## config.mk

```make
export PLATFORM = sky130hd
export DESIGN_NAME = prog_loader
export DESIGN_NICKNAME = d
export VERILOG_FILES = /design/src/rtl/prog_loader.sv
export SDC_FILE = /design/constraint.sdc
export NUM_CORES = 1
export LEC_CHECK = 0
export ABC_CLOCK_PERIOD_IN_PS = 3900
export BUFFER_PORTS_ARGS = -buffer_cell sky130_fd_sc_hd__buf_4
export CAP_MARGIN = 20
export CORE_ASPECT_RATIO = 2
export CORE_MARGIN = 2
export CORE_UTILIZATION = 40
export CTS_BUF_LIST = sky130_fd_sc_hd__clkbuf_8 sky130_fd_sc_hd__clkbuf_16
export DETAILED_ROUTE_END_ITERATION = 10
export PLACE_DENSITY = 0.6
export SLEW_MARGIN = 20
export SYNTH_ARGS = -nofsm -noshare
export SYNTH_HDL_FRONTEND = slang
export SYNTH_SLANG_ARGS = --single-unit
```

## constraint.sdc

```tcl
create_clock -name clk -period 3.9 [get_ports clk]
set_clock_uncertainty 0.05 [all_clocks]
set_input_delay 0.39 -clock clk [delete_from_list [all_inputs] [get_ports clk]]
set_output_delay 0.39 -clock clk [all_outputs]
set_load 0.005 [all_outputs]
```

## src/rtl/prog_loader.sv

```systemverilog
// Byte-stream program loader: assembles big-endian 16-bit words and writes them to consecutive program RAM addresses.
// Optional trailing XOR checksum byte is enabled by defining PROG_LOADER_CHECKSUM_EN.
module prog_loader #(
    parameter int               ADDR_W    = 8,
    parameter logic [ADDR_W-1:0] BASE_ADDR = '0,
    parameter logic [3:0]       END_OP    = 4'b1100
) (
    input  logic              clk,
    input  logic              sys_rst,
    input  logic              load_start,
    input  logic              in_valid,
    input  logic [7:0]        in_data,
    output logic              in_ready,
    output logic              prog_wd,
    output logic              prog_cs_d,
    output logic [ADDR_W-1:0] prog_addr,
    output logic [15:0]       prog_din,
    output logic              load_busy,
    output logic              load_done,
    output logic              load_err,
    output logic [ADDR_W:0]   word_count
);

`ifdef PROG_LOADER_CHECKSUM_EN
    typedef enum logic [2:0] {S_IDLE, S_RX_HI, S_RX_LO, S_WRITE, S_CHK, S_DONE, S_ERR} state_t;
`else
    typedef enum logic [2:0] {S_IDLE, S_RX_HI, S_RX_LO, S_WRITE, S_DONE, S_ERR} state_t;
`endif

    state_t     state, state_n;
    logic [7:0] hi_byte;
    logic       xfer;
    logic       start;
    logic       end_word;

    assign xfer     = in_valid && in_ready;
    assign start    = load_start && (state == S_IDLE || state == S_DONE || state == S_ERR);
    assign end_word = (prog_din[15:12] == END_OP);

`ifdef PROG_LOADER_CHECKSUM_EN
    logic [7:0] csum;
`endif

    always_comb begin
        state_n = state;
        case (state)
            S_IDLE, S_DONE, S_ERR: if (load_start) state_n = S_RX_HI;
            S_RX_HI:               if (xfer) state_n = S_RX_LO;
            S_RX_LO:               if (xfer) state_n = S_WRITE;
            S_WRITE: begin
                if (end_word)
`ifdef PROG_LOADER_CHECKSUM_EN
                    state_n = S_CHK;
`else
                    state_n = S_DONE;
`endif
                else if (prog_addr == '1)
                    state_n = S_ERR;   // no wrap-around into already written words
                else
                    state_n = S_RX_HI;
            end
`ifdef PROG_LOADER_CHECKSUM_EN
            S_CHK:                 if (xfer) state_n = (in_data == csum) ? S_DONE : S_ERR;
`endif
            default:               state_n = S_IDLE;
        endcase
    end

    // Outputs are registered from the next state so they line up with the state they describe.
    always_ff @(posedge clk) begin
        if (sys_rst) begin
            state      <= S_IDLE;
            in_ready   <= 1'b0;
            prog_wd    <= 1'b0;
            prog_cs_d  <= 1'b1;
            prog_addr  <= BASE_ADDR;
            prog_din   <= '0;
            hi_byte    <= '0;
            load_busy  <= 1'b0;
            load_done  <= 1'b0;
            load_err   <= 1'b0;
            word_count <= '0;
`ifdef PROG_LOADER_CHECKSUM_EN
            csum       <= '0;
`endif
        end else begin
            state     <= state_n;
`ifdef PROG_LOADER_CHECKSUM_EN
            in_ready  <= (state_n == S_RX_HI) || (state_n == S_RX_LO) || (state_n == S_CHK);
            load_busy <= (state_n == S_RX_HI) || (state_n == S_RX_LO) ||
                         (state_n == S_WRITE) || (state_n == S_CHK);
`else
            in_ready  <= (state_n == S_RX_HI) || (state_n == S_RX_LO);
            load_busy <= (state_n == S_RX_HI) || (state_n == S_RX_LO) || (state_n == S_WRITE);
`endif
            prog_wd   <= (state_n == S_WRITE);
            prog_cs_d <= (state_n != S_WRITE);
            load_done <= (state_n == S_DONE);
            load_err  <= (state_n == S_ERR);

            if (start) begin
                prog_addr  <= BASE_ADDR;
                word_count <= '0;
`ifdef PROG_LOADER_CHECKSUM_EN
                csum       <= '0;
`endif
            end

            if (state == S_RX_HI && xfer) begin
                hi_byte <= in_data;
`ifdef PROG_LOADER_CHECKSUM_EN
                csum    <= csum ^ in_data;
`endif
            end

            if (state == S_RX_LO && xfer) begin
                prog_din <= {hi_byte, in_data};
`ifdef PROG_LOADER_CHECKSUM_EN
                csum     <= csum ^ in_data;
`endif
            end

            if (state == S_WRITE) begin
                word_count <= word_count + (ADDR_W+1)'(1);
                if (state_n == S_RX_HI) prog_addr <= prog_addr + ADDR_W'(1);
            end
        end
    end

endmodule

```

---- After elaboration in Yosys (flattened, before gate mapping) ----
Index checks and enable logic that the tools add are counted.
Widths: inputs -> output; s select.
word-level totals
  register bits after elaboration ......... 50
  word-level logic and storage cells ...... 48
cells by class
  $add $sub $neg .......................... 2
  eq/ne operators ......................... 13
  muxes and demuxes ....................... 11
  reduce and logical (&&, ||, !) cells .... 11
operators with widths
  kind                 count
  $mux 8               3
  $mux 9               2
  $mux 3               5
  $eq 3x2->1 const B   4
  $eq 3x3->1 const B   4
  $pmux 3 s4           1
  $add 9x1->9 const B  1
  $add 8x1->8 const B  1
  $eq 8x8->1 const B   1
  $eq 3x1->1 const B   2
  $eq 4x4->1 const B   1
  $logic_and 1x1->1    4
  $logic_or 1x1->1     4
  $logic_not 3->1      1
  $ne 3x2->1 const B   1
  $reduce_or 3->1      1
  $reduce_bool 2->1    1

---- Depth between registers and ports, before layout ----
Gate-level depths: netlist of the first run.
  word-level depth ........................ 7
  gate-level depth with buffers ........... 7

---- Worst setup path after synthesis of the first run ----
OpenSTA, ideal clock, no wires.
  path type ............................... register to register
  start ................................... register prog_addr[0]
  end ..................................... register prog_addr[2]
  setup time .............................. 122 ps
  arrival ................................. 1538 ps
  required time ........................... 3728 ps
  slack ................................... 2190 ps
  stages on the path, launching flop included .. 7
  buffers on the path ..................... 1
  clock period less this slack ............ 1710 ps
  cells stage by stage .................... dfxtp_1 -> ha_1 -> nand3_1 -> o211ai_4 -> and3b_1 -> buf_6 -> a221o_1
on the way
  cells in the longest elaborated chain, start to end .. 7
RTL lines
  item                    line  text
  start, declared         16    output logic [ADDR_W-1:0] prog_addr,
  start signal, assigned  125   if (state_n == S_RX_HI) prog_addr <= prog_addr + ADDR_W'(1);
  $eq 8x8->1              57    else if (prog_addr == '1)
  $mux 3                  57
  $mux 3                  51    if (end_word)
  $pmux 3 s4              46    case (state)
  $eq 3x1->1              125
  $mux 8 (*)              125
  $mux 8 (*)              123   if (state == S_WRITE) begin
Every way passes the cells marked *; elsewhere a longest branch is shown, timed or not.
A chain may end at the register's enable or synchronous reset.

---- Worst setup path in the final report of the first run ----
  start ................................... register state[1]
  end ..................................... register prog_addr[5]
on the way
  cells in the longest elaborated chain, start to end .. 7
RTL lines
  item                                            line  text
  start, declared                                 30    state_t state, state_n;
  start signal, assigned                          87    state <= state_n;
  branches (longest 6 deep; another with $mux 8)  --
  $mux 8 (*)                                      123
Every way passes the cells marked *.

==> run_results.csv, run 1 <==
group,metric,value,unit
synth,yosys-top-cells-area,"dfxtp_1 48%, mux2i_1 12%, nor2_1 6.3%",
synth,synth_top_cell_by_area,"dfxtp_1",
power_and_ir_drop,power,927,uW
sta,post-route-min-period,1980,ps
power_and_ir_drop,p_int,724,uW
sta,rsz0062_at_grt,"no",
worst_setup_path,crit_required,4050,ps
worst_setup_path,cp-start-kind,"flop",
worst_setup_path,critical_path_arrival,2130,ps
power_and_ir_drop,powerDensity,358,nW/um^2
sta,hold_viol_final,0,
sta,relSlewSlack,40.6,%
die,rows,37,
synth,ys_warn_count,0,
worst_setup_path,critical_path_class,"reg -> reg",
synth,synth_cells,215,
status,status,"complete, no violations",
global_routing,gr-total-overflow,0,
place,pre_cts_ws,1930,ps
hold_path,hold_class,"in -> reg",
power_and_ir_drop,static-leakage-power,0.00103,uW
synth,netlist-cell-type-count,44,
cells_and_area,instances_no_fill,321,
routing,drc,0,
synth,syn_avg_cell_area,9.72,um^2
cts,cts_setup_buffers,0,
die,die_w,55.1,um
routing,wl_per_cell,13.6,um
worst_setup_path,endpoint_kind,"flop",
global_routing,grt_use_total,16.2,%
cells_and_area,fillCellCount,507,
routing,routed-via-count,1732,
die,die_h,106,um
global_routing,antenna_found_initial,0,
sta,setup_tns,0,ps
synth,synth_top_area_share,47.9,%
sta,setup_slack,1920,ps
cts,cts_sinks,50,
routing,drt.antenna.violating_nets,0,
sta,finalCritPeriodShare,50.8,%
power_and_ir_drop,p_sw,203,uW
die,start_util,41.0,%
cells_and_area,syn_to_final_growth,23.9,%
routing,drt_pass1_iterations,5,
cts,root_buffer,"clkbuf_8",
power_and_ir_drop,clock_power_share,38.7,%
cells_and_area,fin_nets,276,
die,io_pins,51,
place,gp_congestion,0.727,
die,fp.dieArea,5850,um^2
power_and_ir_drop,p_sw_share,21.9,%
place,place_hpwl,3100,um
cells_and_area,layout_common_cells,"51 x buf_4, 50 x dfxtp_1, 35 x nor2_1",
power_and_ir_drop,seqPwrFrac,56.2,%
routing,routed_wl,4360,um
place,dp_cells,313,
cells_and_area,layout-drive-gt1-share,24.7,%
flow_run,maxCapViolCount,0,
synth,yosysSeqAreaShare,47.9,%
die,core,5090,um^2
cts,cts_resized,0,
sta,slew_viol_final,0,
worst_setup_path,crit_fanout,12,
global_routing,grt_max_degree,52,
sta,finalSetupViolCount,0,
cts,cts-hold-fix-buffers,0,
routing,first_iter_violations,45,
routing,viasPerCell,5.40,
cts,clk_path_buf_depth,2,
sta,whs,278,ps
global_routing,grt_pass1_vias,1545,
synth,synth-seq-cells,50,
sta,worst_pin_slew,886,ps
power_and_ir_drop,pwr-share-comb,5.0,%
cts,insertion_delay,300,ps
cts,h-tree-depth,2,
global_routing,grt_pass1_wl,7180,um
cts,cts_tree,"yes",
sta,fmax,505,MHz
cells_and_area,final_common_cell,"buf_4",
synth,netlist_area,2090,um^2
cts,cts-buffers-inserted,5,
cts,path_clk_slew,90,ps
power_and_ir_drop,ir_worst_vdd,316,uV
place,io_buffers,50,
synth,syn_nets,229,
cells_and_area,n_antenna_cell,0,
critical path, cell delays in order (launching register included):
cell	delay [ps]
dfxtp_1	550
and3b_1	450
o211ai_4	170
and3b_1	290
a221o_1	360
synthesized netlist by cell type, drive strengths merged:
cell type,instances
a311oi,1
nand2b,2
ha,2
a211oi,1
o21ai,9
nand3,9
mux2i,25
nor2b,2
o31ai,1
and2,3
nand4b,1
a22o,1
a31oi,1
clkbuf,5
and3b,3
nand3b,2
or3,5
buf,6
mux2,2
nor3,8
o211ai,1
a22oi,2
xnor2,1
nand4,3
a221o,4
or2,1
inv,2
nor2,35
nand4bb,1
nor4b,3
nor3b,2
nand2,6
or4,2
o311ai,1
o2111ai,1
a21oi,9
nor4,1
a21o,1
dfxtp,50
power groups by stage:
stage | registers, uW | logic [uW] | clock network [uW]
2_1_floorplan | 530 | 34.0 | 0
3_3_place_gp | 533 | 47.1 | 0
4_1_cts | 521 | 48.1 | 371
3_5_place_dp | 533 | 47.7 | 0
6_report | 521 | 46.8 | 359
5_1_grt | 523 | 52.3 | 388
final cells by class:
type / count / area [um^2] / share of cell area [%]
Tap cell: 58 / 72.6 / 2.80
Clock buffer: 5 / 68.8 / 2.66
Timing Repair Buffer: 51 / 383 / 14.8
Multi-Input combinational cell: 152 / 1010 / 39.2
Sequential cell: 50 / 1000 / 38.7
Inverter: 2 / 7.51 / 0.290
Clock inverter: 3 / 41.3 / 1.59
state kept, by name (all words and copies together) (netlist names):
name        count
prog_din       16
word_count      9
hi_byte         8
prog_addr       8
state           3
in_ready        1
load_busy       1
load_done       1
load_err        1
prog_cs_d       1
prog_wd         1
metal layers:
metal | GRT usage [%] | share of wire, % | wire [um] | vias up
met2 | 26.9 | 55 | 2380 | 49
li1 | - | - | - | 868
met5 | 0 | 0 | 0 | -
met3 | 3.93 | 5.2 | 226 | 6
met1 | 19.5 | 39 | 1690 | 809
met4 | 5.75 | 1.5 | 64 | 0
logic make-up after synthesis:
kind of cell               Yosys count  share of synthesized area [%]
AOI/OAI and AO/OA                   33                           11.0
xor gates and xnor gates             1                          0.419
adders and majority gates            2                           1.20
buffers and inverters               13                           3.83
DFF                                 50                           47.9
muxes                               27                           13.1
and+or+nand+nor                     89                           22.6
final timing paths:
path / from / to / slack [ps] / cells after the start
setup / recovery: state[1] / prog_addr[5] / 1920 / 4
setup reg to reg: state[1] / prog_addr[5] / 1920 / 4
hold reg to reg: prog_din[1] / prog_din[1] / 450 / 2
hold / removal: in_data[7] / hi_byte[7] / 280 / 3
per-stage QoR:
stage / util (%) / cell area (um^2)
6_report: 50.8 / 2590
5_1_grt: 50.8 / 2590
3_5_place_dp: 48.7 / 2480
3_3_place_gp: 48.7 / 2480
2_1_floorplan: - / 2090
4_1_cts: 50.8 / 2590
No activity file was read; power rests on OpenSTA's default activity.
==> inputs of run 2 (changes only) <==
- ABC_CLOCK_PERIOD_IN_PS: 3900 -> 1600
- PLACE_DENSITY: 0.6 -> 0.62
- clock period: 3.9 -> 1.6 ns (I/O delays scaled with it)
==> run 2 against run 1 <==
Maximum frequency grew 29%. Sequential share of layout area down 3.5 points. Critical path type unchanged. Worst hold slack got worse by 230 ps. Count of clock-buffer cells in the layout unchanged. Power rose by 130%. Register-to-register slack lost 1900 ps. First-iteration DRC count fell by 36%. Non-clock buffer count increased by 32. Die area did not move. Via count is 7.0% higher.
==> run_results.csv, run 2 (synthesized netlist as in run 1, its figures left out) <==
group,metric,value,unit
global_routing,grt_pass1_wl,7300,um
die,die_h,106,um
die,rows,37,
sta,hold_viol_final,0,
cells_and_area,final_common_cell,"buf_4",
routing,viasPerCell,5.26,
place,io_buffers,50,
cells_and_area,syn_to_final_growth,37.3,%
routing,first_iter_violations,29,
routing,drc,0,
power_and_ir_drop,power,2100,uW
cts,clk_path_buf_depth,2,
sta,rsz0062_at_grt,"yes",
sta,setup_tns,0,ps
global_routing,grt_use_total,16.8,%
worst_setup_path,critical_path_arrival,1680,ps
worst_setup_path,crit_fanout,7,
global_routing,grt_pass1_vias,1646,
cts,cts_sinks,50,
flow_run,maxCapViolCount,0,
routing,drt_pass1_iterations,4,
sta,relSlewSlack,77.6,%
sta,finalSetupViolCount,0,
cells_and_area,fillCellCount,477,
power_and_ir_drop,powerDensity,733,nW/um^2
cells_and_area,largest-register,"prog_din",
cells_and_area,fin_util,56.3,%
cells_and_area,reg_top3,"prog_din x16, word_count x9",
cells_and_area,multi_input_area,1070,um^2
sta,finalCritPeriodShare,95.8,%
worst_setup_path,crit_required,1750,ps
die,die_w,55.1,um
power_and_ir_drop,ir_worst_vdd,738,uV
routing,wl_per_cell,13.5,um
cells_and_area,layout_common_cells,"82 x buf_4, 45 x dfxtp_1, 34 x nor2_1",
worst_setup_path,endpoint_kind,"flop",
status,status,"complete, no violations",
cts,root_buffer,"clkbuf_8",
power_and_ir_drop,static-leakage-power,0.00121,uW
place,pre_cts_ws,-33.2,ps
cells_and_area,seqCellArea,1010,um^2
worst_setup_path,cp-start-kind,"flop",
die,core,5090,um^2
sta,fmax,653,MHz
cells_and_area,fin_nets,308,
cells_and_area,largest_reg_flops,16,
cts,cts-hold-fix-buffers,0,
die,io_pins,51,
routing,drt.antenna.violating_nets,0,
hold_path,hold_class,"in -> reg",
sta,worst_pin_slew,335,ps
place,gp_congestion,0.747,
cts,cts_tree,"yes",
global_routing,grt_max_degree,23,
sta,slew_viol_final,0,
worst_setup_path,critical_path_class,"reg -> reg",
place,place_hpwl,3480,um
routing,routed_wl,4740,um
global_routing,gr-total-overflow,0,
die,fp.dieArea,5850,um^2
die,start_util,41.0,%
cells_and_area,layout-drive-gt1-share,36.4,%
global_routing,antenna_found_initial,0,
sta,setup_slack,68.0,ps
cts,h-tree-depth,2,
cells_and_area,n_antenna_cell,0,
cts,path_clk_slew,90,ps
routing,routed-via-count,1853,
cts,cts-buffers-inserted,5,
sta,post-route-min-period,1530,ps
cts,insertion_delay,300,ps
[run 2: cell type report]
cell class                      instances  area share, %
Timing Repair Buffer                   83           22.2
Clock buffer                            5           2.40
Multi-Input combinational cell        152           37.2
Inverter                                2          0.262
Tap cell                               58           2.53
Sequential cell                        50           35.2
Clock inverter                          2          0.262
[run 2: where the power goes]
part           total, uW  switching (uW)  internal [uW]
Sequential          1270            11.8           1260
Clock                687             398            289
Combinational        147            75.8           71.3
Total               2100             486           1620
[run 2: path summary, 6_finish.rpt]
| check | start | end | slack, ps | cells past startpoint |
|---|---|---|---|---|
| setup / recovery | state[2] | prog_addr[5] | 70 | 4 |
| hold / removal | in_data[4] | hi_byte[4] | 50 | 3 |
| setup reg to reg | state[2] | prog_addr[5] | 70 | 4 |
| hold reg to reg | word_count[6] | word_count[6] | 450 | 2 |
[run 2: worst max-delay path: stages, from the launching register on]
cell and delay [ps]:
dfxtp_1 370, and3b_2 300, o211ai_4 80, and3b_1 260, a221o_1 370
[run 2: per-layer routing]
metal	vias up	GRT usage, %	wire length [um]	part of all wire, %
li1	932	-	-	-
met1	869	18.4	1890	40
met2	45	29.1	2570	54
met3	7	3.51	194	4.1
met4	0	7.49	89	1.9
met5	-	0	0	0
[run 2: what timing repair did]
item                                   CTS  global route
endpoints found under the hold margin    0             0
setup endpoints to repair                5            20
setup buffers                            0             1
resized for setup                        3            11
pin swaps                                1             2
[run 2: per-stage QoR]
stage	hold slack, ps	cell area, um^2	std cells
after floorplan	257	2100	215
after global placement	352	2730	344
after detailed placement	360	2730	344
after CTS	48.2	2830	351
after global routing	49.8	2870	352
final	50.3	2870	352
==> inputs of run 3 (changes only) <==
- CORE_UTILIZATION: 40 -> 47
- PLACE_DENSITY: 0.62 -> 0.71
==> run 3 against run 2 <==
First-iteration DRC count is 41% lower. Global-route usage grew 2.6 points. Die area down 14%. Critical path depth is 1 higher. Sequential power about the same. Count of clock-buffer cells in the layout up 1. Setup slack got worse by 15 ps. Routed wire length grew 0.91%. Cell area increased by 0.13%. Critical endpoint is now prog_addr[7]. Largest power group unchanged.
==> run_results.csv, run 3 (synthesized netlist as in run 1, its figures left out) <==
group,metric,value,unit
cts,path_clk_slew,80,ps
cells_and_area,final_common_cell,"buf_4",
routing,drc,0,
die,die_h,98.3,um
routing,drt-met1-wl,1880,um
place,gp_congestion,0.781,
routing,dr_wl_met2,2680,um
cts,root_buffer,"clkbuf_8",
sta,whs,56.7,ps
cells_and_area,largest_reg_flops,16,
sta,worst_pin_slew,408,ps
cells_and_area,n_antenna_cell,0,
hold_path,hp-start,"in_data[1]",
routing,first_iter_violations,17,
worst_setup_path,crit_fanout,8,
worst_setup_path,r2r_start,"state[2]",
cts,cts-buffers-inserted,5,
sta,rsz0062_at_grt,"yes",
global_routing,grt_max_degree,25,
sta,finalCritPeriodShare,96.7,%
power_and_ir_drop,static-leakage-power,0.00119,uW
die,die_w,51.1,um
routing,wl_met3,174,um
routing,routed_wl,4790,um
sta,setup_tns,0,ps
routing,routed-via-count,1862,
sta,fmax,646,MHz
flow_run,maxCapViolCount,0,
sta,slew_viol_final,0,
hold_path,hold_path_depth,3,
cells_and_area,layout_common_cells,"79 x buf_4, 45 x dfxtp_1, 35 x nor2_1",
routing,drt.antenna.violating_nets,0,
cts,insertion_delay,300,ps
place,place_hpwl,3520,um
worst_setup_path,rr_endpoint,"prog_addr[7]",
cells_and_area,fillCellCount,372,
worst_setup_path,r2r_setup_slack,50,ps
global_routing,grt_use_total,19.3,%
die,core,4300,um^2
place,io_buffers,50,
power_and_ir_drop,ir_worst_vdd,622,uV
routing,wl_per_cell,13.8,um
status,status,"complete, no violations",
worst_setup_path,critical_path_arrival,1730,ps
global_routing,antenna_found_initial,0,
hold_path,whs_endpoint,"prog_din[1]",
worst_setup_path,crit_required,1790,ps
global_routing,grt_pass1_vias,1736,
hold_path,hold_class,"in -> reg",
worst_setup_path,r2r_cells,5,
cts,clk_path_buf_depth,2,
cts,cts_sinks,50,
cells_and_area,fin_nets,307,
global_routing,grt_pass1_wl,7600,um
global_routing,gr-total-overflow,0,
routing,top_layer_used,"met4",
cts,h-tree-depth,2,
routing,drt_pass1_iterations,4,
worst_setup_path,critical_path_class,"reg -> reg",
sta,post-route-min-period,1550,ps
cells_and_area,reg_top3,"prog_din x16, word_count x9",
cts,cts_tree,"yes",
routing,viasPerCell,5.37,
die,io_pins,51,
cells_and_area,syn_to_final_growth,37.5,%
worst_setup_path,endpoint_kind,"flop",
sta,hold_viol_final,0,
cells_and_area,largest-register,"prog_din",
sta,relSlewSlack,72.7,%
worst_setup_path,cp-start-kind,"flop",
die,start_util,48.6,%
power_and_ir_drop,powerDensity,803,nW/um^2
sta,finalSetupViolCount,0,
die,rows,34,
cells_and_area,fin_util,66.9,%
cells_and_area,layout-drive-gt1-share,35.8,%
die,fp.dieArea,5030,um^2
run 3: repair_timing:
item | CTS | global route
gates cloned | 0 | 1
endpoints found under the setup margin | 5 | 21
pin swaps | 0 | 1
hold buffers | 0 | 0
setup buffers | 0 | 3
gates resized for setup | 3 | 11
run 3: layout make-up:
class,instances,area (um^2),area share [%]
timing repair buffer,82,621,21.6
clock buffer,6,82.6,2.87
multi-input combinational,152,1050,36.7
inverter,2,7.51,0.261
tap,54,67.6,2.35
clock inverter,1,30.0,1.05
sequential,50,1010,35.1
run 3: critical path: stages, from the launching register on:
cell	delay [ps]
dfxtp_2	360
and3b_2	290
o211ai_4	90
buf_6	130
nor2_1	320
a221o_1	240
run 3: routing by layer:
metal | vias to the layer above | track usage, %
li1 | 928 | -
met1 | 893 | 19.7
met3 | 5 | 3.98
met5 | - | 0
met4 | 0 | 6.86
met2 | 36 | 36.7
run 3: how the worst max path moves through the flow:
stage	start	to	slack, ps	cells after the start
3_3_place_gp	prog_addr[0]	prog_addr[2]	40	6
5_1_grt	state[2]	prog_din[15]	-20	5
3_5_place_dp	prog_addr[0]	prog_addr[2]	-10	6
4_1_cts	prog_addr[0]	prog_addr[2]	7	6
2_1_floorplan	state[0]	prog_addr[2]	-2	7
6_report	state[2]	prog_addr[7]	50	5
run 3: where the power goes:
part / switching [uW] / total (uW) / internal [uW]
Sequential: 11.8 / 1270 / 1260
Clock: 391 / 892 / 500
Combinational: 77.5 / 147 / 69.6
Total: 481 / 2310 / 1830
run 3: metrics by stage:
step                      setup slack [ps]  total power [uW]  instances  area, um^2
after global routing                 -15.1              2390        347        2870
final                                 53.2              2310        347        2870
after global placement                38.8              1440        336        2690
after floorplan                      -2.05              1380        215        2100
after detailed placement             -10.1              1440        336        2690
after CTS                             7.25              2320        343        2810
